===== src/rtl/pos_cell_ctrl_pkg.sv =====
// rtl/pos_cell_ctrl_pkg.sv - shared types and constants for the cell position access controller
// Contents: controller state enum, count-word field position and width,
//           default position word width, and the output FIFO entry layout.
package pos_cell_ctrl_pkg;

    typedef enum logic [2:0] {
        ST_IDLE,
        ST_CNT,
        ST_CNT_WAIT,
        ST_STREAM,
        ST_DRAIN
    } state_t;

    // Particle count lives in the low bits of RAM word 0
    localparam int CNT_LSB   = 0;
    localparam int CNT_WIDTH = 8;
    localparam int POS_WIDTH = 96;

    typedef struct packed {
        logic [CNT_WIDTH-1:0] addr;
        logic                 last;
        logic [POS_WIDTH-1:0] data;
    } fifo_entry_t;

endpackage


===== src/rtl/pos_cell_out_fifo.sv =====
// rtl/pos_cell_out_fifo.sv - small synchronous valid/ready FIFO holding streamed particle words
// Ports: clk, rst_n (async active-low), push/push_data (write side, caller guarantees space),
//        out_valid/out_ready/out_data (read side), occupancy (entries currently held).
module pos_cell_out_fifo #(
    parameter int WIDTH = 105,
    parameter int DEPTH = 4
) (
    input  logic                     clk,
    input  logic                     rst_n,
    input  logic                     push,
    input  logic [WIDTH-1:0]         push_data,
    output logic                     out_valid,
    input  logic                     out_ready,
    output logic [WIDTH-1:0]         out_data,
    output logic [$clog2(DEPTH):0]   occupancy
);
    localparam int PW = $clog2(DEPTH);

    logic [WIDTH-1:0] mem [DEPTH];
    logic [PW-1:0]    wr_ptr;
    logic [PW-1:0]    rd_ptr;
    logic             pop;

    assign out_valid = (occupancy != '0);
    assign out_data  = mem[rd_ptr];
    assign pop       = out_valid && out_ready;

    always_ff @(posedge clk or negedge rst_n) begin
        if (!rst_n) begin
            for (int i = 0; i < DEPTH; i++) mem[i] <= '0;
            wr_ptr    <= '0;
            rd_ptr    <= '0;
            occupancy <= '0;
        end else begin
            if (push) begin
                mem[wr_ptr] <= push_data;
                wr_ptr      <= wr_ptr + PW'(1);
            end
            if (pop) rd_ptr <= rd_ptr + PW'(1);
            case ({push, pop})
                2'b10:   occupancy <= occupancy + (PW+1)'(1);
                2'b01:   occupancy <= occupancy - (PW+1)'(1);
                default: occupancy <= occupancy;
            endcase
        end
    end

endmodule


===== src/rtl/pos_cell_access_ctrl.sv =====
// rtl/pos_cell_access_ctrl.sv - arbitration and read sequencing in front of a single-port cell position RAM
// Ports: rd_start/rd_busy/rd_done/cnt_err (cell read job control), out_* (streamed particles,
//        valid/ready), wr_* (single-word write-backs), ram_* (registered RAM interface, 2-cycle ram_q).
module pos_cell_access_ctrl
    import pos_cell_ctrl_pkg::*;
#(
    parameter int DATA_WIDTH   = POS_WIDTH,
    parameter int PARTICLE_NUM = 220,
    parameter int ADDR_WIDTH   = CNT_WIDTH,
    parameter int FIFO_DEPTH   = 4
) (
    input  logic                  clk,
    input  logic                  rst_n,
    input  logic                  rd_start,
    output logic                  rd_busy,
    output logic                  rd_done,
    output logic                  cnt_err,
    output logic                  out_valid,
    input  logic                  out_ready,
    output logic [DATA_WIDTH-1:0] out_data,
    output logic [ADDR_WIDTH-1:0] out_addr,
    output logic                  out_last,
    input  logic                  wr_valid,
    output logic                  wr_ready,
    input  logic [ADDR_WIDTH-1:0] wr_addr,
    input  logic [DATA_WIDTH-1:0] wr_data,
    output logic                  wr_err,
    output logic [ADDR_WIDTH-1:0] ram_address,
    output logic [DATA_WIDTH-1:0] ram_data,
    output logic                  ram_rden,
    output logic                  ram_wren,
    input  logic [DATA_WIDTH-1:0] ram_q
);
    localparam int ENTRY_W = ADDR_WIDTH + 1 + DATA_WIDTH;
    localparam int OCC_W   = $clog2(FIFO_DEPTH) + 1;
    localparam int CRD_W   = OCC_W + 1;
    localparam logic [ADDR_WIDTH-1:0] MAX_ADDR = ADDR_WIDTH'(PARTICLE_NUM - 1);

    state_t                state;
    logic [ADDR_WIDTH-1:0] count;
    logic [ADDR_WIDTH-1:0] next_addr;
    logic                  tag_s1, tag_s2;
    logic [ADDR_WIDTH-1:0] addr_s1, addr_s2;
    logic [ENTRY_W-1:0]    fifo_in, fifo_out;
    logic [OCC_W-1:0]      occupancy;
    logic                  fifo_push, fifo_pop;
    logic [ADDR_WIDTH-1:0] cnt_field, cnt_clamped;
    logic [CRD_W-1:0]      credit_used;
    logic                  issue_ok;

    assign fifo_push = ((state == ST_STREAM) || (state == ST_DRAIN)) && tag_s2;
    assign fifo_pop  = out_valid && out_ready;
    assign fifo_in   = {addr_s2, (addr_s2 == count), ram_q};

    // Credits: FIFO entries left after this cycle's pop, plus every read issued but not yet
    // pushed (on ram_rden now, in tag stage 1, or being pushed from tag stage 2).
    assign credit_used = CRD_W'(occupancy) - CRD_W'(fifo_pop)
                       + CRD_W'(ram_rden) + CRD_W'(tag_s1) + CRD_W'(tag_s2);
    assign issue_ok    = credit_used < CRD_W'(FIFO_DEPTH);

    assign cnt_field   = ram_q[CNT_LSB +: ADDR_WIDTH];
    assign cnt_clamped = (cnt_field > MAX_ADDR) ? MAX_ADDR : cnt_field;

    // rd_busy stays high for the closing cycle, so IDLE only serves requests once it drops
    assign wr_ready = (state == ST_IDLE) && !rd_busy && !rd_start;

    pos_cell_out_fifo #(
        .WIDTH (ENTRY_W),
        .DEPTH (FIFO_DEPTH)
    ) u_fifo (
        .clk       (clk),
        .rst_n     (rst_n),
        .push      (fifo_push),
        .push_data (fifo_in),
        .out_valid (out_valid),
        .out_ready (out_ready),
        .out_data  (fifo_out),
        .occupancy (occupancy)
    );

    assign out_addr = fifo_out[ENTRY_W-1 -: ADDR_WIDTH];
    assign out_last = fifo_out[DATA_WIDTH];
    assign out_data = fifo_out[DATA_WIDTH-1:0];

    // Read tag pipeline: ram_rden is stage 0, ram_q lines up with tag_s2
    always_ff @(posedge clk or negedge rst_n) begin
        if (!rst_n) begin
            tag_s1  <= 1'b0;
            tag_s2  <= 1'b0;
            addr_s1 <= '0;
            addr_s2 <= '0;
        end else begin
            tag_s1  <= ram_rden;
            tag_s2  <= tag_s1;
            addr_s1 <= ram_address;
            addr_s2 <= addr_s1;
        end
    end

    always_ff @(posedge clk or negedge rst_n) begin
        if (!rst_n) begin
            state       <= ST_IDLE;
            rd_busy     <= 1'b0;
            rd_done     <= 1'b0;
            cnt_err     <= 1'b0;
            wr_err      <= 1'b0;
            ram_address <= '0;
            ram_data    <= '0;
            ram_rden    <= 1'b0;
            ram_wren    <= 1'b0;
            count       <= '0;
            next_addr   <= '0;
        end else begin
            ram_rden <= 1'b0;
            ram_wren <= 1'b0;
            rd_done  <= 1'b0;
            wr_err   <= 1'b0;
            case (state)
                ST_IDLE: begin
                    if (rd_busy) begin
                        rd_busy <= 1'b0;
                    end else if (rd_start) begin
                        state       <= ST_CNT;
                        rd_busy     <= 1'b1;
                        cnt_err     <= 1'b0;
                        ram_address <= '0;
                        ram_rden    <= 1'b1;
                    end else if (wr_valid && wr_ready) begin
                        if (wr_addr > MAX_ADDR) begin
                            wr_err <= 1'b1;
                        end else begin
                            ram_wren    <= 1'b1;
                            ram_address <= wr_addr;
                            ram_data    <= wr_data;
                        end
                    end
                end
                ST_CNT: state <= ST_CNT_WAIT;
                ST_CNT_WAIT: begin
                    if (tag_s2) begin
                        count <= cnt_clamped;
                        if (cnt_field > MAX_ADDR) cnt_err <= 1'b1;
                        if (cnt_clamped == '0) begin
                            rd_done <= 1'b1;
                            state   <= ST_IDLE;
                        end else begin
                            // Count arrives straight from ram_q, so address 1 is issued immediately
                            ram_address <= ADDR_WIDTH'(1);
                            ram_rden    <= 1'b1;
                            next_addr   <= ADDR_WIDTH'(2);
                            state       <= (cnt_clamped == ADDR_WIDTH'(1)) ? ST_DRAIN : ST_STREAM;
                        end
                    end
                end
                ST_STREAM: begin
                    if (issue_ok) begin
                        ram_address <= next_addr;
                        ram_rden    <= 1'b1;
                        next_addr   <= next_addr + ADDR_WIDTH'(1);
                        if (next_addr == count) state <= ST_DRAIN;
                    end
                end
                ST_DRAIN: begin
                    // Zero credits means nothing in flight and the FIFO empties this cycle
                    if (credit_used == '0) begin
                        rd_done <= 1'b1;
                        state   <= ST_IDLE;
                    end
                end
                default: state <= ST_IDLE;
            endcase
        end
    end

endmodule


===== config.mk =====
export PLATFORM = sky130hd
export DESIGN_NAME = pos_cell_access_ctrl
export DESIGN_NICKNAME = d
export VERILOG_FILES = /design/src/rtl/pos_cell_ctrl_pkg.sv /design/src/rtl/pos_cell_out_fifo.sv /design/src/rtl/pos_cell_access_ctrl.sv
export SDC_FILE = /design/constraint.sdc
export NUM_CORES = 1
export LEC_CHECK = 0
export ABC_AREA = 1
export CAP_MARGIN = 20
export CORE_MARGIN = 8
export CORE_UTILIZATION = 60
export CTS_BUF_LIST = sky130_fd_sc_hd__clkbuf_4
export CTS_CLUSTER_SIZE = 14
export DETAILED_ROUTE_END_ITERATION = 16
export PLACE_DENSITY = 0.88
export SETUP_SLACK_MARGIN = 0.2
export SYNTH_ARGS = -nofsm -noshare
export SYNTH_HDL_FRONTEND = slang
export SYNTH_HIERARCHICAL = 1
export SYNTH_SLANG_ARGS = --single-unit

===== constraint.sdc =====
create_clock -name clk -period 5 [get_ports clk]
set_input_delay 1 -clock clk [delete_from_list [all_inputs] [get_ports clk]]
set_output_delay 1 -clock clk [all_outputs]
set_load 0.01 [all_outputs]

Word level (Yosys, flattened, before mapping)
Cells that the tools add are included.
{"block": "op_classes", "n_shift": 0, "muxes": 54, "div": 0, "bitwise": 5, "n_reduce_logical": 23, "addsub": 9, "n_eq_ne": 19, "multipliers": 0, "magnitude_cmp": 6}
{"cell": "420-bit bitwise mux", "count": 1}
{"cell": "105-bit 2-to-1 mux", "count": 3}
{"cell": "105-bit binary-select mux with 2-bit select", "count": 1}
{"cell": "105-bit demux with 2-bit select", "count": 1}
{"cell": "8-bit 2-to-1 mux", "count": 11}
{"cell": "3-bit 2-to-1 mux", "count": 8}
{"cell": "8-bit case mux with 3 select lines", "count": 1}
{"cell": "1-bit 2-to-1 mux", "count": 22}
{"cell": "8-bit == test", "count": 2}
{"cell": "8-bit greater-than comparator (second input constant)", "count": 2}
{"cell": "8-bit case mux with 2 select lines", "count": 1}
{"cell": "3-bit case mux with 5 select lines", "count": 1}
{"cell": "4-bit by 1-bit adder with 4-bit output", "count": 3}
{"cell": "2-bit inequality test (second input constant)", "count": 6}
{"cell": "5-bit AND reduction", "count": 2}
{"cell": "8-bit by 1-bit adder with 8-bit output (second input constant)", "count": 1}
{"cell": "8-bit by 1-bit == test with 1-bit output (second input constant)", "count": 1}
{"cell": "8-bit logical NOT", "count": 1}
{"cell": "7-bit AND reduction", "count": 1}
{"cell": "3-bit by 2-bit == test with 1-bit output (second input constant)", "count": 2}
{"cell": "3-bit greater-or-equal comparator (second input constant)", "count": 2}
{"cell": "1-bit logical AND", "count": 6}
{"cell": "2-bit NOT with 3-bit output", "count": 2}
{"cell": "3-bit case mux with 2 select lines", "count": 1}
{"cell": "other kinds (25)", "count": 34}
{"block": "totals", "ram_bits": 0, "n_memories": 0, "romBits": 0, "latch_bits": 0, "inputBits": 205, "elab_cells": 138, "ff_bits": 574, "output_inout_bits": 217}

Depth between registers and ports, before layout
{"block": "logic_depth", "ltp_word": 9, "depth_mapped": 18, "mapped_depth_nobuf": 17}

Hierarchy
Netlist, hierarchy kept.
{"mod": "pos_cell_out_fifo", "cells_per_inst": 2314, "instances": 1, "seq_area_each_um2": 10685.2, "area_per_inst_um2": 19573.8}
{"mod": "pos_cell_access_ctrl", "cells_per_inst": 722, "instances": 1, "seq_area_each_um2": 3678.5, "area_per_inst_um2": 6251.0}

Least setup slack after synthesis
No wires, ideal clock.
{"block": "synth_timing", "kind": "input-to-reg", "startpoint": "input port out_ready", "endpoint": "register next_addr[2]", "path_slack_ps": 1658, "arrival_ps": 3266, "stages": 15, "n_path_buf": 1, "setup_time_ps": 76, "required_time_ps": 4924, "cell_sequence": "nand2_1 > inv_1 > ha_1 > fa_1 > inv_1 > ha_1 > fa_1 > xnor2_1 > nand4_1 > nand2_1 > nand2_2 > inv_2 > buf_2 > nand2_1 > o21ai_1"}
{"block": "synth_between", "elab_chain_cells": 8}
{"item": "from (decl)", "line_no": "pos_cell_access_ctrl.sv:19", "text": "input logic out_ready,"}
{"item": "1-bit logical AND", "line_no": "pos_cell_access_ctrl.sv:52", "text": "assign fifo_pop = out_valid && out_ready;"}
{"item": "3-bit by 1-bit subtractor with 4-bit output", "line_no": "pos_cell_access_ctrl.sv:57", "text": "assign credit_used = CRD_W'(occupancy) - CRD_W'(fifo_pop)"}
{"item": "4-bit by 1-bit adder with 4-bit output (3 in series)", "line_no": "pos_cell_access_ctrl.sv:58", "text": "+ CRD_W'(ram_rden) + CRD_W'(tag_s1) + CRD_W'(tag_s2);"}
{"item": "4-bit by 3-bit < comparator with 1-bit output", "line_no": "pos_cell_access_ctrl.sv:59", "text": "assign issue_ok = credit_used < CRD_W'(FIFO_DEPTH);"}
{"item": "2-bit inequality test (no source line)"}
{"item": "4-bit AND reduction (no source line)"}
{"item": "to (signal assigned)", "line_no": "pos_cell_access_ctrl.sv:159", "text": "next_addr <= next_addr + ADDR_WIDTH'(1);"}
{"item": "to (decl)", "line_no": "pos_cell_access_ctrl.sv:41", "text": "logic [ADDR_WIDTH-1:0] next_addr;"}
No other way between the ends.
A chain may end at the register's enable or synchronous reset.

Worst setup path in the final report
{"block": "layout_timing", "startpoint": "register u_fifo.rd_ptr[1]", "endpoint": "output port out_data[44]"}
{"block": "layout_between", "elab_chain_cells": 4}
{"item": "from (decl)", "line_no": "pos_cell_out_fifo.sv:21", "text": "logic [PW-1:0] rd_ptr;"}
{"item": "from (signal assigned)", "line_no": "pos_cell_out_fifo.sv:39", "text": "if (pop) rd_ptr <= rd_ptr + PW'(1);"}
{"item": "2-bit NOT with 3-bit output (implied by the code)", "line_no": "pos_cell_out_fifo.sv:25", "text": "assign out_data = mem[rd_ptr];"}
{"item": "105-bit binary-select mux with 2-bit select", "line_no": "pos_cell_out_fifo.sv:25"}
{"item": "105-bit 2-to-1 mux (implied by the code) (2 in series)", "line_no": "pos_cell_out_fifo.sv:25"}
{"item": "to (decl)", "line_no": "pos_cell_access_ctrl.sv:20", "text": "output logic [DATA_WIDTH-1:0] out_data,"}
No other way between the ends. The select of a mux whose other input is x is not followed.

==> results.yml <==
floorplan:
  num_rows: 76
  io_pins: 422
  fp.dieH_um: 223
  die_w_um: 223
  start_util_pct: 60.4
  die_area_sq_um: 49900
  core_sq_um: 42800
clock_tree:
  clkTransAtPathRegs_ps: 70
  cts_root_buffer: "clkbuf_4"
  clock_sinks: 574
  post-cts-setup-buffers: 0
  cts_tree: "built"
  ctsResizeCount: 0
  htreeDepth: 4
  clk_latency_ps: 950
  clock_path_buffers: 3
  cts_hold_buf: 0
  numCtsBuffers: 148
sta:
  period_share_pct: 91.7
  layout_min_cycle_time_ps: 4590
  grt_setup_unrepaired: "false"
  setup_viol: 0
  hold_slack_ps: 101
  clock.fmax_ghz: 0.218
  hold_violations: 0
  finalSetupTns_ps: 0
  drv_slew: 0
  worst_slew_pin_slew_ps: 1080
  relSlewSlack_pct: 27.8
  fin_skew_ps: 53.7
synthesis:
  yosys_warnings: 6
  netlist_area_sq_um: 25800
  syn_nets: 3256
  yosysTopAreaCell: "dfrtp_1"
  synth.avg_cell_area_sq_um: 8.51
  synthTopCellsByArea: "dfrtp_1 56%, nand2_1 16%, o211ai_1 6.1%"
  syn_inst: 3036
  synth-edff-count: 0
  synth_seq_area_share_pct: 55.6
  synth_commonest_cells: "1,123 x nand2_1, 574 x dfrtp_1, 368 x inv_1"
  async_flop_share_pct: 100
  ys_types: 35
  yosysMostFrequentCell: "nand2_1"
  synth_seq_cells: 574
  ys.flop_type: "dfrtp_1"
  synth_top_area_share_pct: 55.6
worst_setup_path:
  cp-end-kind: "primary output"
  cp.arrival_ps: 3590
  path_class: "flip-flop to primary output"
  crit_fanout: 56
  startpoint: "u_fifo/rd_ptr[1]"
  critPathRequiredTime_ps: 4000
  reg2reg_from: "u_fifo/occupancy[0]"
  rr_worst_depth: 15
  start_kind: "flip-flop"
status:
  run_status: "completed"
routing:
  drc: 0
  wl_mm: 70.9
  first_iter_violations: 2232
  wl_per_cell_um: 17.3
  vias: 22400
  first_pass_iters: 6
  drt-vias-per-instance: 5.46
  antenna_left: 0
power:
  p_leak_nw: 16.6
  pwr_density_cell_nw_per_um2: 647
  ir_worst_vdd_mv: 0.407
grt:
  antenna_found_initial: 5
  grt_use_total_pct: 28.5
  grt_overflow: 0
  grt_pass1_vias: 22900
  grt_pass1_wl_mm: 115
  grt_max_degree: 145
placed_design:
  place.gp.congestion: 0.925
  port_buffers: 421
  placed_cells: 3846
  place_hpwl_mm: 46.4
final_layout:
  layout.cells.non_filler: 4092
  nNetsFinal: 3670
  syn2layout_area_growth_pct: 23.2
  multi_input_area_sq_um: 8980
  drive_above_1_share_pct: 7.93
  regArea_sq_um: 14400
  num-fill-cells: 2888
min_path:
  min_path_type: "input pin to async pin"
job:
  maxCapViolations: 0
-- state kept, by name (all words and copies together) (netlist names) --
| signal | cells |
|---|---|
| addr_s1 | 8 |
| addr_s2 | 8 |
| cnt_err | 1 |
| count | 8 |
| next_addr | 8 |
| ram_address | 8 |
| ram_data | 96 |
| ram_rden | 1 |
| ram_wren | 1 |
| rd_busy | 1 |
| rd_done | 1 |
| state | 3 |
| tag_s1 | 1 |
| tag_s2 | 1 |
| u_fifo/mem | 420 |
| u_fifo/occupancy | 3 |
| u_fifo/rd_ptr | 2 |
| u_fifo/wr_ptr | 2 |
| wr_err | 1 |
-- logic make-up (layout without fill, tap and decap cells) --
group	after synthesis	in the layout	synth area share (%)
flops	574	574	55.6
simple gates	1203	1203	18.1
fa+ha+maj	15	15	0.814
other cells	0	4	0
xor+xnor	19	19	0.644
buf+inv	561	1067	9.83
compound gates	664	664	15.0
-- per-stage QoR --
step	power (W)	utilization (%)	setup slack, ps	cell area, sq um
after CTS	0.0207	74.3	272	31800
final	0.0206	74.4	414	31800
after global routing	0.0221	74.4	209	31800
after detailed placement	0.0166	70.1	769	30000
after global placement	0.0162	70.1	885	30000
after floorplan	0.0127	-	1660	25800
-- worst max-delay path, cell delays in order (launching register included) --
cell and delay (ps):
dfrtp_4 710, inv_4 650, buf_4 360, o211ai_1 120
nand2_1 150, clkdlybuf4s50_1 560
-- final timing paths --
kind | end | slack (ps)
setup reg to reg | ram_address[1] | 1430
max in group asynchronous | u_fifo/mem[364] | 3590
setup / recovery | out_data[44] | 410
hold / removal | u_fifo/mem[348] | 100
hold reg to reg | addr_s2[7] | 350
min in group clk | addr_s2[7] | 350
-- cell type report --
type                    instances  area share, %
inverters                     376           4.47
repair buffers                449           14.3
clock buffers                 216           5.10
clock inverters                26          0.578
diodes                          4         0.0315
flip-flops and latches        574           45.1
well taps                     546           2.15
multi-input cells            1901           28.2
-- cell usage in the layout (no fill, tap or decap), types with 2 or more instances in the layout --
master | netlist | final
nand3_1 | 18 | 18
ha_1 | 12 | 12
inv_2 | 6 | 9
diode_2 | 0 | 4
o21ai_0 | 252 | 252
clkinv_1 | 1 | 18
nand3_2 | 2 | 2
nand2_2 | 8 | 4
nor3_1 | 3 | 3
o21ai_1 | 190 | 190
fa_1 | 3 | 3
nand2_8 | 0 | 4
xor2_1 | 5 | 5
inv_1 | 368 | 368
nand4_1 | 18 | 18
nor2_2 | 4 | 4
a21oi_1 | 7 | 6
buf_12 | 0 | 10
nor2_1 | 22 | 22
nand2_1 | 1123 | 1123
clkinvlp_4 | 0 | 2
xnor2_1 | 14 | 14
o32ai_1 | 2 | 2
o211ai_1 | 210 | 210
dfrtp_1 | 574 | 573
clkdlybuf4s50_1 | 0 | 420
buf_4 | 24 | 18
bufinv_16 | 0 | 3
clkbuf_4 | 0 | 216
-- where the power goes --
part | internal, W | switching, W | total [W]
registers | 0.00658 | 0.00121 | 0.00779
logic | 0.00401 | 0.00485 | 0.00887
clock network | 0.00211 | 0.00183 | 0.00394
total | 0.0127 | 0.00790 | 0.0206
-- metal layers --
| metal | global-route usage (%) | wire length (um) |
|---|---|---|
| met5 | 0 | 13 |
| met4 | 12.1 | 2340 |
| met3 | 10.9 | 6810 |
| met2 | 46.3 | 34200 |
| met1 | 33.7 | 27500 |
(Power assumes the default switching activity.)
